## config.mk

```make
export PLATFORM = sky130hd
export DESIGN_NAME = cond_logic_flat
export DESIGN_NICKNAME = d
export VERILOG_FILES = /design/src/rtl/cond_logic_if.sv /design/src/rtl/cond_logic.sv /design/src/flat_wrapper.sv
export SDC_FILE = /design/constraint.sdc
export NUM_CORES = 1
export LEC_CHECK = 0
export CORE_MARGIN = 2
export CORE_UTILIZATION = 34
export DETAILED_ROUTE_END_ITERATION = 12
export PLACE_DENSITY = 0.85
export RECOVER_POWER = 25
export SLEW_MARGIN = 0
export SYNTH_ARGS = -nofsm -noshare
export SYNTH_HDL_FRONTEND = slang
export SYNTH_SLANG_ARGS = --single-unit
```

## constraint.sdc

```tcl
create_clock -name clk -period 4.4 [get_ports clk]
set_input_delay 0.88 -clock clk [delete_from_list [all_inputs] [get_ports clk]]
set_output_delay 0.88 -clock clk [all_outputs]
set_load 0.02 [all_outputs]
```

## src/rtl/cond_logic_if.sv

```systemverilog
// Bus bundle for cond_logic: decoder requests and flags in, qualified write enables out.
// skip_cnt is always present on the bus; it reads 0 unless COND_LOGIC_SKIP_CNT_EN is defined.
interface cond_logic_if;
    logic        en;
    logic [3:0]  cond;
    logic [3:0]  alu_flags;
    logic [1:0]  flag_w;
    logic        pc_s;
    logic        reg_w;
    logic        mem_w;
    logic        no_write;
    logic        pc_src;
    logic        reg_write;
    logic        mem_write;
    logic        cond_ex;
    logic [3:0]  flags;
    logic [31:0] skip_cnt;

    modport master (
        output en, cond, alu_flags, flag_w, pc_s, reg_w, mem_w, no_write,
        input  pc_src, reg_write, mem_write, cond_ex, flags, skip_cnt
    );

    modport slave (
        input  en, cond, alu_flags, flag_w, pc_s, reg_w, mem_w, no_write,
        output pc_src, reg_write, mem_write, cond_ex, flags, skip_cnt
    );
endinterface

```

## src/rtl/cond_logic.sv

```systemverilog
// Conditional-execution unit: evaluates the condition field against the flag register,
// gates the write enables and updates {N,Z,C,V}. Optional squash counter: COND_LOGIC_SKIP_CNT_EN.
module cond_logic (
    input  logic         clk,
    input  logic         reset,
    cond_logic_if.slave  bus
);
    logic [3:0] r_flags;
    logic       w_n, w_z, w_c, w_v;
    logic       w_condEx;
    logic       w_pass;

    assign {w_n, w_z, w_c, w_v} = r_flags;

    // Condition uses only the registered flags, so a flag write is seen one cycle later.
    always_comb begin
        w_condEx = 1'b0;
        case (bus.cond)
            4'b0000: w_condEx = w_z;
            4'b0001: w_condEx = !w_z;
            4'b0010: w_condEx = w_c;
            4'b0011: w_condEx = !w_c;
            4'b0100: w_condEx = w_n;
            4'b0101: w_condEx = !w_n;
            4'b0110: w_condEx = w_v;
            4'b0111: w_condEx = !w_v;
            4'b1000: w_condEx = w_c && !w_z;
            4'b1001: w_condEx = !w_c || w_z;
            4'b1010: w_condEx = (w_n == w_v);
            4'b1011: w_condEx = (w_n != w_v);
            4'b1100: w_condEx = !w_z && (w_n == w_v);
            4'b1101: w_condEx = w_z || (w_n != w_v);
            4'b1110: w_condEx = 1'b1;
            default: w_condEx = 1'b0;
        endcase
    end

    assign w_pass        = bus.en && w_condEx;
    assign bus.cond_ex   = w_condEx;
    assign bus.pc_src    = w_pass && bus.pc_s;
    assign bus.reg_write = w_pass && bus.reg_w && !bus.no_write;
    assign bus.mem_write = w_pass && bus.mem_w;
    assign bus.flags     = r_flags;

    // N,Z and C,V are written as independent groups.
    always_ff @(posedge clk or posedge reset) begin
        if (reset) begin
            r_flags <= 4'b0000;
        end else begin
            if (w_pass && bus.flag_w[1]) r_flags[3:2] <= bus.alu_flags[3:2];
            if (w_pass && bus.flag_w[0]) r_flags[1:0] <= bus.alu_flags[1:0];
        end
    end

`ifdef COND_LOGIC_SKIP_CNT_EN
    logic [31:0] r_skipCnt;

    // Counts valid instructions whose condition failed; sticks at all-ones.
    always_ff @(posedge clk or posedge reset) begin
        if (reset) begin
            r_skipCnt <= 32'd0;
        end else if (bus.en && !w_condEx && (r_skipCnt != 32'hFFFF_FFFF)) begin
            r_skipCnt <= r_skipCnt + 32'd1;
        end
    end

    assign bus.skip_cnt = r_skipCnt;
`else
    assign bus.skip_cnt = 32'd0;
`endif
endmodule

```

## src/flat_wrapper.sv

```systemverilog
// flat-port wrapper written by rule: the top's interface ports become plain ports
module cond_logic_flat 
  (clk, reset, bus_en, bus_cond, bus_alu_flags, bus_flag_w, bus_pc_s, bus_reg_w, bus_mem_w, bus_no_write, bus_pc_src, bus_reg_write, bus_mem_write, bus_cond_ex, bus_flags, bus_skip_cnt);
  cond_logic_if bus_i ();
  input  logic clk;
  input  logic reset;
  input wire logic [$bits(bus_i.en)-1:0] bus_en;
  input wire logic [$bits(bus_i.cond)-1:0] bus_cond;
  input wire logic [$bits(bus_i.alu_flags)-1:0] bus_alu_flags;
  input wire logic [$bits(bus_i.flag_w)-1:0] bus_flag_w;
  input wire logic [$bits(bus_i.pc_s)-1:0] bus_pc_s;
  input wire logic [$bits(bus_i.reg_w)-1:0] bus_reg_w;
  input wire logic [$bits(bus_i.mem_w)-1:0] bus_mem_w;
  input wire logic [$bits(bus_i.no_write)-1:0] bus_no_write;
  output wire logic [$bits(bus_i.pc_src)-1:0] bus_pc_src;
  output wire logic [$bits(bus_i.reg_write)-1:0] bus_reg_write;
  output wire logic [$bits(bus_i.mem_write)-1:0] bus_mem_write;
  output wire logic [$bits(bus_i.cond_ex)-1:0] bus_cond_ex;
  output wire logic [$bits(bus_i.flags)-1:0] bus_flags;
  output wire logic [$bits(bus_i.skip_cnt)-1:0] bus_skip_cnt;
  assign bus_i.en = bus_en;
  assign bus_i.cond = bus_cond;
  assign bus_i.alu_flags = bus_alu_flags;
  assign bus_i.flag_w = bus_flag_w;
  assign bus_i.pc_s = bus_pc_s;
  assign bus_i.reg_w = bus_reg_w;
  assign bus_i.mem_w = bus_mem_w;
  assign bus_i.no_write = bus_no_write;
  assign bus_pc_src = bus_i.pc_src;
  assign bus_reg_write = bus_i.reg_write;
  assign bus_mem_write = bus_i.mem_write;
  assign bus_cond_ex = bus_i.cond_ex;
  assign bus_flags = bus_i.flags;
  assign bus_skip_cnt = bus_i.skip_cnt;
  cond_logic u_core (.clk(clk), .reset(reset), .bus(bus_i));
endmodule
```

==> flow_summary.toml <==
[worst_setup_path]
cp_max_fo = 11
r2r_slack_ns = 2.56
reg2reg_depth = 5
worstReg2RegEnd = "u_core.bus.flags[3]"
critical_path.slowest_cell = "clkdlybuf4s50_1"
cpPeakStageDelay_ns = 0.62
cp_cell_sequence = "clkdlybuf4s50_1 > or3b_1 > a21oi_1 > and4bb_4 > o21a_1 > nor3_2 > clkdlybuf4s50_1"
cpMostUsedCell = "clkdlybuf4s50_1"
startpoint_type = "input port"
worstPathArrival_ns = 3.22
cp-end-kind = "output pin"
r2r-start = "u_core.bus.flags[3]"
worstPathRequired_ns = 3.52
crit_type = "in -> out"

[grt]
grt_pass1_vias = 476
grt_max_degree = 12
antenna_found_initial = 0
grt_overflow = 0
grt_pass1_wl_mm = 1.96
grt_usage = 0.105

[finish]
largest_reg_flops = 4
drive_gt1_frac = 0.124
area_growth_pct = 24.4
fin_area_um2 = 842
fill_cells = 194
antenna_cells = 0
nNetsFinal = 124

[drt]
antenna_left = 0
wl_mm = 1.20
viasPerCell = 3.95
drtPass1Iterations = 2
drt_iter0_drc = 3
drc = 0
wl_per_cell_um = 9.11
vias = 522

[cts]
htreeDepth = 1
cts_sinks = 4
cts_tree = "built"
clkLatencyLatePin_ns = 0.22
cts_root_buf = "clkbuf_4"
postCtsHoldBufs = 0
cts_max_path_buffers = 2
cts_resized = 0
cts_setup_buffers = 0
clk_pin_slew_ns = 0.03
cts_buffers = 3

[sta]
fmax_ghz = 0.244
finalSetupViolCount = 0
rsz0062_at_grt = "no"
fin_hold_ws_ns = 0.581
skew_ns = 0.00177
final_hold_viol_count = 0
slew_violations = 0
period_needed_ns = 4.10
setup-tns-final_ns = 0
timing.final.crit_share = 0.932

[synthesis]
synthCells = 80
synth-edff-count = 0
syn_avg_cell_area_um2 = 8.46
ys_seq_area_frac = 0.148
yosys_warnings = 0
async_flop_share = 1.00
ys_ff_latch = 4
yosysUniqueCellTypes = 26
synthTopCellsByArea = "buf_4 37%, dfrtp_1 15%, o22ai_2 3.7%"
synth_top_area_frac = 0.366
synth_area_um2 = 677
synth_flop_cell = "dfrtp_1"
synth_top_cell_by_area = "buf_4"

[die]
die_height_um = 48.6
start_util = 0.352
core_um2 = 1920
rows = 16
die_w_um = 48.6
die_area_um2 = 2360
ioPinCount = 57

[outcome]
status = "finished clean"

[placement]
dpl_cell_area_um2 = 820
hpwl_mm = 1.09
port_buffers = 24
gp_congestion = 0.689

[power]
vdd_ir_drop_max_uv = 171
leakagePower_nw = 0.384
powerDensity_nw_per_um2 = 358

[job]
cap_violations = 0

[hold_path]
hold_depth = 1
min_from = "u_core.bus.flags[1]"
hold_end = "u_core.bus.flags[1]"
hold_class = "reg -> reg"
cells by family (layout without fill, tap and decap cells):
logic type | Yosys count | after routing | share of synthesized area
other | 1 | 32 | 0.00554
DFF | 4 | 4 | 0.148
buffers and inverters | 35 | 29 | 0.377
xor gates and xnor gates | 2 | 2 | 0.0259
and+or+nand+nor | 22 | 22 | 0.211
muxes | 7 | 7 | 0.118
AOI/OAI and AO/OA | 9 | 9 | 0.115
critical path: cells and delay by family:
kind	cells	cell delay, ns
AO/OA/AOI/OAI	2	0.37
buffers and inverters	2	1.19
AND/OR/NAND/NOR	3	0.79
through the flow:
stage	util	setup WS (ns)	cells	power, mW
final	0.438	0.297	132	0.301
after global routing	0.438	0.158	132	0.322
after CTS	0.438	0.316	132	0.304
after detailed placement	0.426	0.318	129	0.259
after global placement	0.426	0.364	129	0.254
after floorplan	-	1.38	111	0.210
Yosys cell counts, drive strengths merged, types with 2 or more instances:
cell type	count
a21oi	3
and3b	2
buf	33
dfrtp	4
inv	2
mux2	5
mux2i	2
nand2	6
nor2	4
nor2b	2
nor3b	2
o21bai	2
o22ai	2
xnor2	2
final cells by class:
class,count,area [um^2],area share
well taps,27,33.8,0.0401
clock buffers,3,22.5,0.0267
flip-flops and latches,4,100,0.119
multi-input cells,72,438,0.520
repair buffers,24,240,0.285
inverters,2,7.51,0.00892
per-layer routing:
layer,up-vias,global-route usage,wire (um)
li1,256,-,-
met1,237,0.0970,396
met2,29,0.217,705
met3,0,0.0247,100
met4,0,0.0381,0
met5,-,0,0
how the worst max path moves through the flow:
stage / from / endpoint / slack [ns] / depth (start not counted)
finish: bus_cond[3] / bus_reg_write / 0.30 / 7
global route: bus_cond[3] / bus_pc_src / 0.16 / 7
CTS: bus_cond[3] / bus_reg_write / 0.32 / 7
detailed placement: bus_cond[3] / bus_reg_write / 0.32 / 7
global placement: bus_cond[3] / bus_reg_write / 0.36 / 7
floorplan: bus_cond[3] / bus_reg_write / 1.38 / 6
report_power, final:
group | internal [mW] | switching [mW] | leakage (nW)
logic | 0.0903 | 0.0946 | 0.323
registers | 0.0522 | 0.0213 | 0.0470
clock network | 0.0303 | 0.0124 | 0.0138
cell usage in the layout, fill, tap and decap left out:
cell type        instances
and3b_1                  1
and3b_2                  1
dlygate4sd3_1            1
a22oi_1                  1
mux2i_1                  2
clkdlybuf4s50_1         23
mux2_4                   1
nor4b_1                  1
o21a_1                   1
nor3b_1                  2
nand3b_1                 1
nor3_2                   1
a21oi_1                  3
or2b_1                   1
clkbuf_4                 3
nand2_1                  6
nor2_1                   4
o22ai_2                  2
mux2_2                   2
or3b_1                   1
xnor2_1                  2
dfrtp_1                  4
conb_1                  32
mux2_1                   2
o21bai_2                 2
and4bb_4                 1
inv_1                    2
nor2b_1                  2
No activity file was read; power rests on OpenSTA's default activity.
